--- config.mk ---
export PLATFORM = sky130hd
export DESIGN_NAME = keypad_lock_ctrl_flat
export DESIGN_NICKNAME = d
export VERILOG_FILES = /design/src/rtl/keypad_lock_ctrl_if.sv /design/src/rtl/keypad_lock_ctrl.sv /design/src/flat_wrapper.sv
export SDC_FILE = /design/constraint.sdc
export NUM_CORES = 1
export LEC_CHECK = 0
export ABC_AREA = 1
export BUFFER_PORTS_ARGS = -buffer_cell sky130_fd_sc_hd__buf_4
export CORE_MARGIN = 4
export CORE_UTILIZATION = 45
export DETAILED_ROUTE_END_ITERATION = 10
export SLEW_MARGIN = 5
export SYNTH_ARGS = -nofsm -noshare
export SYNTH_HDL_FRONTEND = slang
export SYNTH_SLANG_ARGS = --single-unit
--- constraint.sdc ---
create_clock -name clk -period 3.4 [get_ports clk]
set_clock_uncertainty 0.1 [all_clocks]
set_input_delay 0.34 -clock clk [delete_from_list [all_inputs] [get_ports clk]]
set_output_delay 0.34 -clock clk [all_outputs]
set_load 0.02 [all_outputs]
--- src/rtl/keypad_lock_ctrl_if.sv ---
// Keypad encoder to lock controller bundle: encoder lines in, lock status out.
interface keypad_lock_ctrl_if;
  logic       b0;
  logic       b1;
  logic       b2;
  logic       b3;
  logic       chk;
  logic       star;
  logic       sharp;
  logic       unlock;
  logic       fail;
  logic       locked_out;
  logic [3:0] digit_cnt;
  logic [2:0] fail_cnt;

  modport master (
    output b0, b1, b2, b3, chk, star, sharp,
    input  unlock, fail, locked_out, digit_cnt, fail_cnt
  );

  modport slave (
    input  b0, b1, b2, b3, chk, star, sharp,
    output unlock, fail, locked_out, digit_cnt, fail_cnt
  );
endinterface

--- src/rtl/keypad_lock_ctrl.sv ---
// Passcode lock behind the 12-key encoder: sync, press-edge detect, entry FSM, timers.
// Optional macro KEY_DEBOUNCE_EN adds a DB_CYCLES stability filter on the key level.
module keypad_lock_ctrl #(
  parameter int                 DIGITS      = 4,
  parameter logic [4*DIGITS-1:0] CODE       = 16'h1234,
  parameter int                 OPEN_CYCLES = 1000,
  parameter int                 LOCK_CYCLES = 5000,
  parameter int                 MAX_FAIL    = 3,
  parameter int                 DB_CYCLES   = 16
) (
  input logic               clk,
  input logic               rst,
  keypad_lock_ctrl_if.slave kp
);
  localparam int BUF_W = 4 * DIGITS;
  localparam int OT_W  = $clog2(OPEN_CYCLES) + 1;
  localparam int LT_W  = $clog2(LOCK_CYCLES) + 1;

  if (DIGITS < 1 || DIGITS > 8 || MAX_FAIL < 1 || MAX_FAIL > 7 || DB_CYCLES < 1)
  begin : g_bad_param
    $error("keypad_lock_ctrl: parameter out of range");
  end

  typedef enum logic [1:0] {IDLE, ENTRY, OPEN, LOCKOUT} state_t;

  logic [6:0] sync1, sync2;
  logic [1:0] warm;
  logic       lvl, lvl_q;
  logic [3:0] ln_bcd;
  logic       ln_chk, ln_star, ln_sharp;

  always_ff @(posedge clk or posedge rst) begin
    if (rst) begin
      sync1 <= '0;
      sync2 <= '0;
      warm  <= '0;
    end else begin
      sync1 <= {kp.sharp, kp.star, kp.chk, kp.b3, kp.b2, kp.b1, kp.b0};
      sync2 <= sync1;
      warm  <= {warm[0], 1'b1};
    end
  end

`ifdef KEY_DEBOUNCE_EN
  localparam int DB_W = $clog2(DB_CYCLES) + 1;
  logic [DB_W-1:0] db_cnt;
  logic            db_lvl;
  logic [6:0]      cap;
  logic            key_any_s;

  assign key_any_s = sync2[4] | sync2[5] | sync2[6];

  // Lines are captured when the filtered level flips, so the class matches the settled press.
  always_ff @(posedge clk or posedge rst) begin
    if (rst) begin
      db_cnt <= '0;
      db_lvl <= 1'b0;
      cap    <= '0;
    end else if (key_any_s == db_lvl) begin
      db_cnt <= '0;
    end else if (db_cnt == DB_W'(DB_CYCLES - 1)) begin
      db_cnt <= '0;
      db_lvl <= key_any_s;
      cap    <= sync2;
    end else begin
      db_cnt <= db_cnt + DB_W'(1);
    end
  end

  assign lvl      = db_lvl;
  assign ln_bcd   = cap[3:0];
  assign ln_chk   = cap[4];
  assign ln_star  = cap[5];
  assign ln_sharp = cap[6];
`else
  assign lvl      = sync2[4] | sync2[5] | sync2[6];
  assign ln_bcd   = sync2[3:0];
  assign ln_chk   = sync2[4];
  assign ln_star  = sync2[5];
  assign ln_sharp = sync2[6];
`endif

  // Until the synchroniser has filled, the previous level reads as pressed so a held key is not an edge.
  always_ff @(posedge clk or posedge rst) begin
    if (rst)          lvl_q <= 1'b1;
    else if (!warm[1]) lvl_q <= 1'b1;
    else              lvl_q <= lvl;
  end

  logic press, ev_digit, ev_star, ev_sharp;
  assign press    = lvl & ~lvl_q;
  assign ev_digit = press &  ln_chk & ~ln_star & ~ln_sharp;
  assign ev_star  = press & ~ln_chk &  ln_star & ~ln_sharp;
  assign ev_sharp = press & ~ln_chk & ~ln_star &  ln_sharp;

  state_t           state;
  logic [BUF_W-1:0] buffer;
  logic             overflow;
  logic [OT_W-1:0]  open_tmr;
  logic [LT_W-1:0]  lock_tmr;
  logic [3:0]       digit_cnt;
  logic [2:0]       fail_cnt;
  logic             unlock, fail, locked_out;

  assign kp.digit_cnt  = digit_cnt;
  assign kp.fail_cnt   = fail_cnt;
  assign kp.unlock     = unlock;
  assign kp.fail       = fail;
  assign kp.locked_out = locked_out;

  always_ff @(posedge clk or posedge rst) begin
    if (rst) begin
      state      <= IDLE;
      buffer     <= '0;
      overflow   <= 1'b0;
      open_tmr   <= '0;
      lock_tmr   <= '0;
      digit_cnt  <= '0;
      fail_cnt   <= '0;
      unlock     <= 1'b0;
      fail       <= 1'b0;
      locked_out <= 1'b0;
    end else begin
      fail <= 1'b0;
      case (state)
        IDLE, ENTRY: begin
          if (ev_digit) begin
            state <= ENTRY;
            if (digit_cnt == 4'(DIGITS)) begin
              overflow <= 1'b1;
            end else begin
              buffer    <= (buffer << 4) | BUF_W'(ln_bcd);
              digit_cnt <= digit_cnt + 4'd1;
            end
          end else if (ev_star) begin
            state     <= IDLE;
            buffer    <= '0;
            digit_cnt <= '0;
            overflow  <= 1'b0;
          end else if (ev_sharp && digit_cnt != 4'd0) begin
            buffer    <= '0;
            digit_cnt <= '0;
            overflow  <= 1'b0;
            if (digit_cnt == 4'(DIGITS) && !overflow && buffer == CODE) begin
              state    <= OPEN;
              open_tmr <= OT_W'(OPEN_CYCLES - 1);
              fail_cnt <= '0;
              unlock   <= 1'b1;
            end else begin
              fail     <= 1'b1;
              fail_cnt <= fail_cnt + 3'd1;
              if (fail_cnt + 3'd1 == 3'(MAX_FAIL)) begin
                state      <= LOCKOUT;
                lock_tmr   <= LT_W'(LOCK_CYCLES - 1);
                locked_out <= 1'b1;
              end else begin
                state <= IDLE;
              end
            end
          end
        end
        OPEN: begin
          if (ev_sharp || open_tmr == '0) begin
            state  <= IDLE;
            unlock <= 1'b0;
          end else begin
            open_tmr <= open_tmr - OT_W'(1);
          end
        end
        LOCKOUT: begin
          if (lock_tmr == '0) begin
            state      <= IDLE;
            locked_out <= 1'b0;
            fail_cnt   <= '0;
          end else begin
            lock_tmr <= lock_tmr - LT_W'(1);
          end
        end
        default: state <= IDLE;
      endcase
    end
  end
endmodule
--- src/flat_wrapper.sv ---
// flat-port wrapper written by rule: the top's interface ports become plain ports
module keypad_lock_ctrl_flat 
#(
  parameter int                 DIGITS      = 4,
  parameter logic [4*DIGITS-1:0] CODE       = 16'h1234,
  parameter int                 OPEN_CYCLES = 1000,
  parameter int                 LOCK_CYCLES = 5000,
  parameter int                 MAX_FAIL    = 3,
  parameter int                 DB_CYCLES   = 16
)
  (clk, rst, kp_b0, kp_b1, kp_b2, kp_b3, kp_chk, kp_star, kp_sharp, kp_unlock, kp_fail, kp_locked_out, kp_digit_cnt, kp_fail_cnt);
  keypad_lock_ctrl_if kp_i ();
  input logic clk;
  input logic rst;
  input wire logic [$bits(kp_i.b0)-1:0] kp_b0;
  input wire logic [$bits(kp_i.b1)-1:0] kp_b1;
  input wire logic [$bits(kp_i.b2)-1:0] kp_b2;
  input wire logic [$bits(kp_i.b3)-1:0] kp_b3;
  input wire logic [$bits(kp_i.chk)-1:0] kp_chk;
  input wire logic [$bits(kp_i.star)-1:0] kp_star;
  input wire logic [$bits(kp_i.sharp)-1:0] kp_sharp;
  output wire logic [$bits(kp_i.unlock)-1:0] kp_unlock;
  output wire logic [$bits(kp_i.fail)-1:0] kp_fail;
  output wire logic [$bits(kp_i.locked_out)-1:0] kp_locked_out;
  output wire logic [$bits(kp_i.digit_cnt)-1:0] kp_digit_cnt;
  output wire logic [$bits(kp_i.fail_cnt)-1:0] kp_fail_cnt;
  assign kp_i.b0 = kp_b0;
  assign kp_i.b1 = kp_b1;
  assign kp_i.b2 = kp_b2;
  assign kp_i.b3 = kp_b3;
  assign kp_i.chk = kp_chk;
  assign kp_i.star = kp_star;
  assign kp_i.sharp = kp_sharp;
  assign kp_unlock = kp_i.unlock;
  assign kp_fail = kp_i.fail;
  assign kp_locked_out = kp_i.locked_out;
  assign kp_digit_cnt = kp_i.digit_cnt;
  assign kp_fail_cnt = kp_i.fail_cnt;
  keypad_lock_ctrl #(.DIGITS(DIGITS), .CODE(CODE), .OPEN_CYCLES(OPEN_CYCLES), .LOCK_CYCLES(LOCK_CYCLES), .MAX_FAIL(MAX_FAIL), .DB_CYCLES(DB_CYCLES)) u_core (.clk(clk), .rst(rst), .kp(kp_i));
endmodule
==> impl_metrics.py <==
metrics = {
    "pwr": {
        "p_comb_frac": 0.046,
        "power_leakage_nw": 2.28,
        "powerDensity_nw_per_um2": 418,
        "total_power_mw": 1.73,
        "seq_power_share": 0.508,
        "ir_drop_uv": 262,
        "internal_power_mw": 1.34,
        "switching_share": 0.228,
        "p_switching_mw": 0.394,
        "power.share.clock": 0.446,
    },
    "logic_synthesis": {
        "synth_edf_count": 0,
        "synth.most_common_cell": "nand2_1",
        "yosysSeqAreaShare": 0.492,
        "syn_inst": 476,
        "synth_top_cell_area_share": 0.485,
        "synth-seq-cells": 71,
        "yosysTopAreaCell": "dfrtp_1",
        "synth_warnings": 0,
        "synth_area_um2": 3610,
        "synthFlopType": "dfrtp_1",
        "async_flop_share": 1.00,
        "synth_cell_types": 30,
        "avgSynthCellArea_um2": 7.59,
        "synth_nets": 493,
        "synth_common_cells": "nand2_1 (157), dfrtp_1 (70), nand3_1 (59)",
        "synth_area_leaders": "dfrtp_1 (48%), nand2_1 (16%), nand3_1 (8.2%)",
    },
    "setup_path": {
        "criticalPathCategory": "flip-flop to flip-flop",
        "cp.arrival_ns": 2.58,
        "crit_path_cell_trace": "inv_1 -> ha_1 -> nand3_1 -> nor2_1 -> nand3_1 -> a21oi_2 -> nand2_1 -> nand2_1 -> nand2_1",
        "max_stage_delay_ns": 0.52,
        "cp_data_required_time_ns": 3.54,
        "critPathMostFrequentCell": "nand2_1",
        "critPathCaptureType": "flip-flop",
        "critPathMaxFanout": 13,
        "setup.worst_path.start_class": "flip-flop",
        "crit_slowest_cell": "a21oi_2",
    },
    "hold_path": {
        "holdCritPathClass": "flip-flop to flip-flop",
    },
    "global_routing": {
        "grt.total_usage": 0.165,
        "grt_pass1_vias": 2790,
        "overflow": 0,
        "grt_antenna_before_repair": 0,
        "grt_max_degree": 36,
        "grt_pass1_wl_mm": 12.9,
    },
    "timing": {
        "hold_viol_final": 0,
        "slew_violations": 0,
        "period_needed_ns": 2.44,
        "setup_viol": 0,
        "tightest_slew_ns": 0.590,
        "rsz0062_at_grt": "false",
        "clock.fmax_mhz": 410,
        "maxSlewHeadroom": 0.607,
        "finalCritPeriodShare": 0.717,
        "setup-tns-final_ns": 0,
    },
    "finish": {
        "num_antenna_cells": 0,
        "drive_above_1_share": 0.0980,
        "finalNonFillerCells": 612,
        "final_nets": 522,
        "utilization": 0.533,
        "area.growth.synth_to_final_pct": 14.5,
    },
    "drt": {
        "detail_route.wl_per_cell_um": 11.7,
        "vias_per_cell": 4.77,
        "routed-via-count": 2917,
        "drtPass1Iterations": 4,
        "dr.first_iter.drc_count": 118,
        "antenna_left": 0,
        "totalWireLength_mm": 7.14,
        "drcViolationCount": 0,
    },
    "clock_tree": {
        "h-tree-depth": 3,
        "numCtsBuffers": 9,
        "root_buffer": "clkbuf_8",
        "clock_path_buffers": 2,
        "cts_tree": "built",
        "path_clk_slew_ns": 0.08,
        "postCtsSetupRepairBufs": 0,
        "clkSinkCount": 71,
        "insertion_delay_ns": 0.35,
    },
    "floorplanning": {
        "start_util": 0.465,
        "ioPinCount": 19,
        "die_area_um2": 9530,
        "die_h_um": 97.6,
        "core.rowCount": 32,
        "die_x_um": 97.6,
        "coreArea_um2": 7770,
    },
    "place": {
        "gp_congestion": 0.797,
        "port_buffers": 18,
        "placed_cells": 588,
        "hpwlAfterDp_mm": 5.00,
    },
    "status": {
        "status": "finished, final reports clean",
    },
    "run": {
        "maxCapViolCount": 0,
    },
}
[path summary, 6_finish.rpt]
check                                                         from                              to  slack [ns]  cells after the start
worst max-delay path            u_core.kp.digit_cnt[0]$_DFFE_PP0P_  u_core.open_tmr[4]$_DFFE_PP0P_        0.96                      9
max in group asynchronous                                      rst  u_core.open_tmr[2]$_DFFE_PP0P_        2.03                      4
worst min register to register           u_core.sync1[4]$_DFF_PP0_       u_core.sync2[4]$_DFF_PP0_        0.25                      0
min in group asynchronous                                      rst       u_core.sync1[6]$_DFF_PP0_        0.41                      3
worst min-delay path                     u_core.sync1[4]$_DFF_PP0_       u_core.sync2[4]$_DFF_PP0_        0.25                      0
worst max register to register  u_core.kp.digit_cnt[0]$_DFFE_PP0P_  u_core.open_tmr[4]$_DFFE_PP0P_        0.96                      9
[worst max-delay path, delay by kind of cell, from the launching register on]
family	cells	cell delay (ns)
AND/OR/NAND/NOR	6	1.04
AO/OA/AOI/OAI	1	0.52
flip-flops	1	0.44
adder cells (fa/ha/maj)	1	0.16
buffers and inverters	1	0.08
[state kept, by name (all words and copies together), names as in the netlist]
register and count:
u_core.lock_tmr 14, u_core.warm 2, u_core.kp.fail_cnt 3, u_core.state 2
u_core.lvl_q 1, u_core.buffer 16, u_core.kp.unlock 1, u_core.kp.locked_out 1
u_core.sync2 7, u_core.kp.digit_cnt 4, u_core.kp.fail 1, u_core.open_tmr 11
u_core.sync1 7, u_core.overflow 1
[logic make-up after synthesis]
| kind of cell | after synthesis | synth area share |
|---|---|---|
| and+or+nand+nor | 287 | 0.335 |
| DFF | 71 | 0.492 |
| buffers and inverters | 69 | 0.0782 |
| AOI/OAI and AO/OA | 34 | 0.0512 |
| adders and majority gates | 8 | 0.0277 |
| xor gates and xnor gates | 6 | 0.0145 |
| other | 1 | 0.00104 |
[power by group through the flow]
stage               combinational, mW  sequential (mW)  clock [mW]
floorplan                      0.0401            0.899           0
global placement               0.0721            0.894           0
detailed placement             0.0740            0.896           0
CTS                            0.0813            0.879       0.798
global route                   0.0923            0.883       0.835
finish                         0.0787            0.879       0.772
[cell usage in the layout (no fill, tap or decap), drive strengths merged]
cell type	count
clkbuf	10
bufinv	2
nand4	1
nor3	2
clkinv	2
dfstp	1
xnor2	2
dfrtp	70
dlygate4sd3	8
inv	61
buf	20
ha	8
o21ai	27
nor2	57
conb	1
a21oi	7
xor2	4
nand3b	3
nand2	162
nor3b	2
nand3	59
or2	1
[cell type report]
| class | instances | area (um2) |
|---|---|---|
| Clock inverter | 6 | 91.3 |
| Sequential cell | 71 | 1780 |
| Fill cell | 763 | 3630 |
| Clock buffer | 10 | 138 |
| Inverter | 59 | 221 |
| Timing Repair Buffer | 28 | 230 |
| Multi-Input combinational cell | 336 | 1550 |
| Tap cell | 102 | 128 |
[through the flow]
step                      cell area (um2)  setup WS (ns)  hold WS [ns]
after floorplan                      3610           1.17         0.231
after global placement               3830           1.06         0.227
after detailed placement             3830          0.992         0.232
after CTS                            4140          0.968         0.253
after global routing                 4140          0.725         0.257
final                                4140          0.963         0.251
[timing repair]
action / 4_1_cts / 5_1_grt
hold buffers: 8 / 0
resized for setup: 0 / 0
endpoints found under the setup margin: 0 / 0
endpoints found under the hold margin: 22 / 0
[layer usage]
layer / up-vias / wire (um) / global-route usage
li1: 1535 / - / -
met1: 1341 / 3490 / 0.222
met2: 34 / 3380 / 0.259
met3: 7 / 200 / 0.0474
met4: 0 / 73 / 0.0479
met5: - / 0 / 0
No activity file was read; power rests on OpenSTA's default activity.
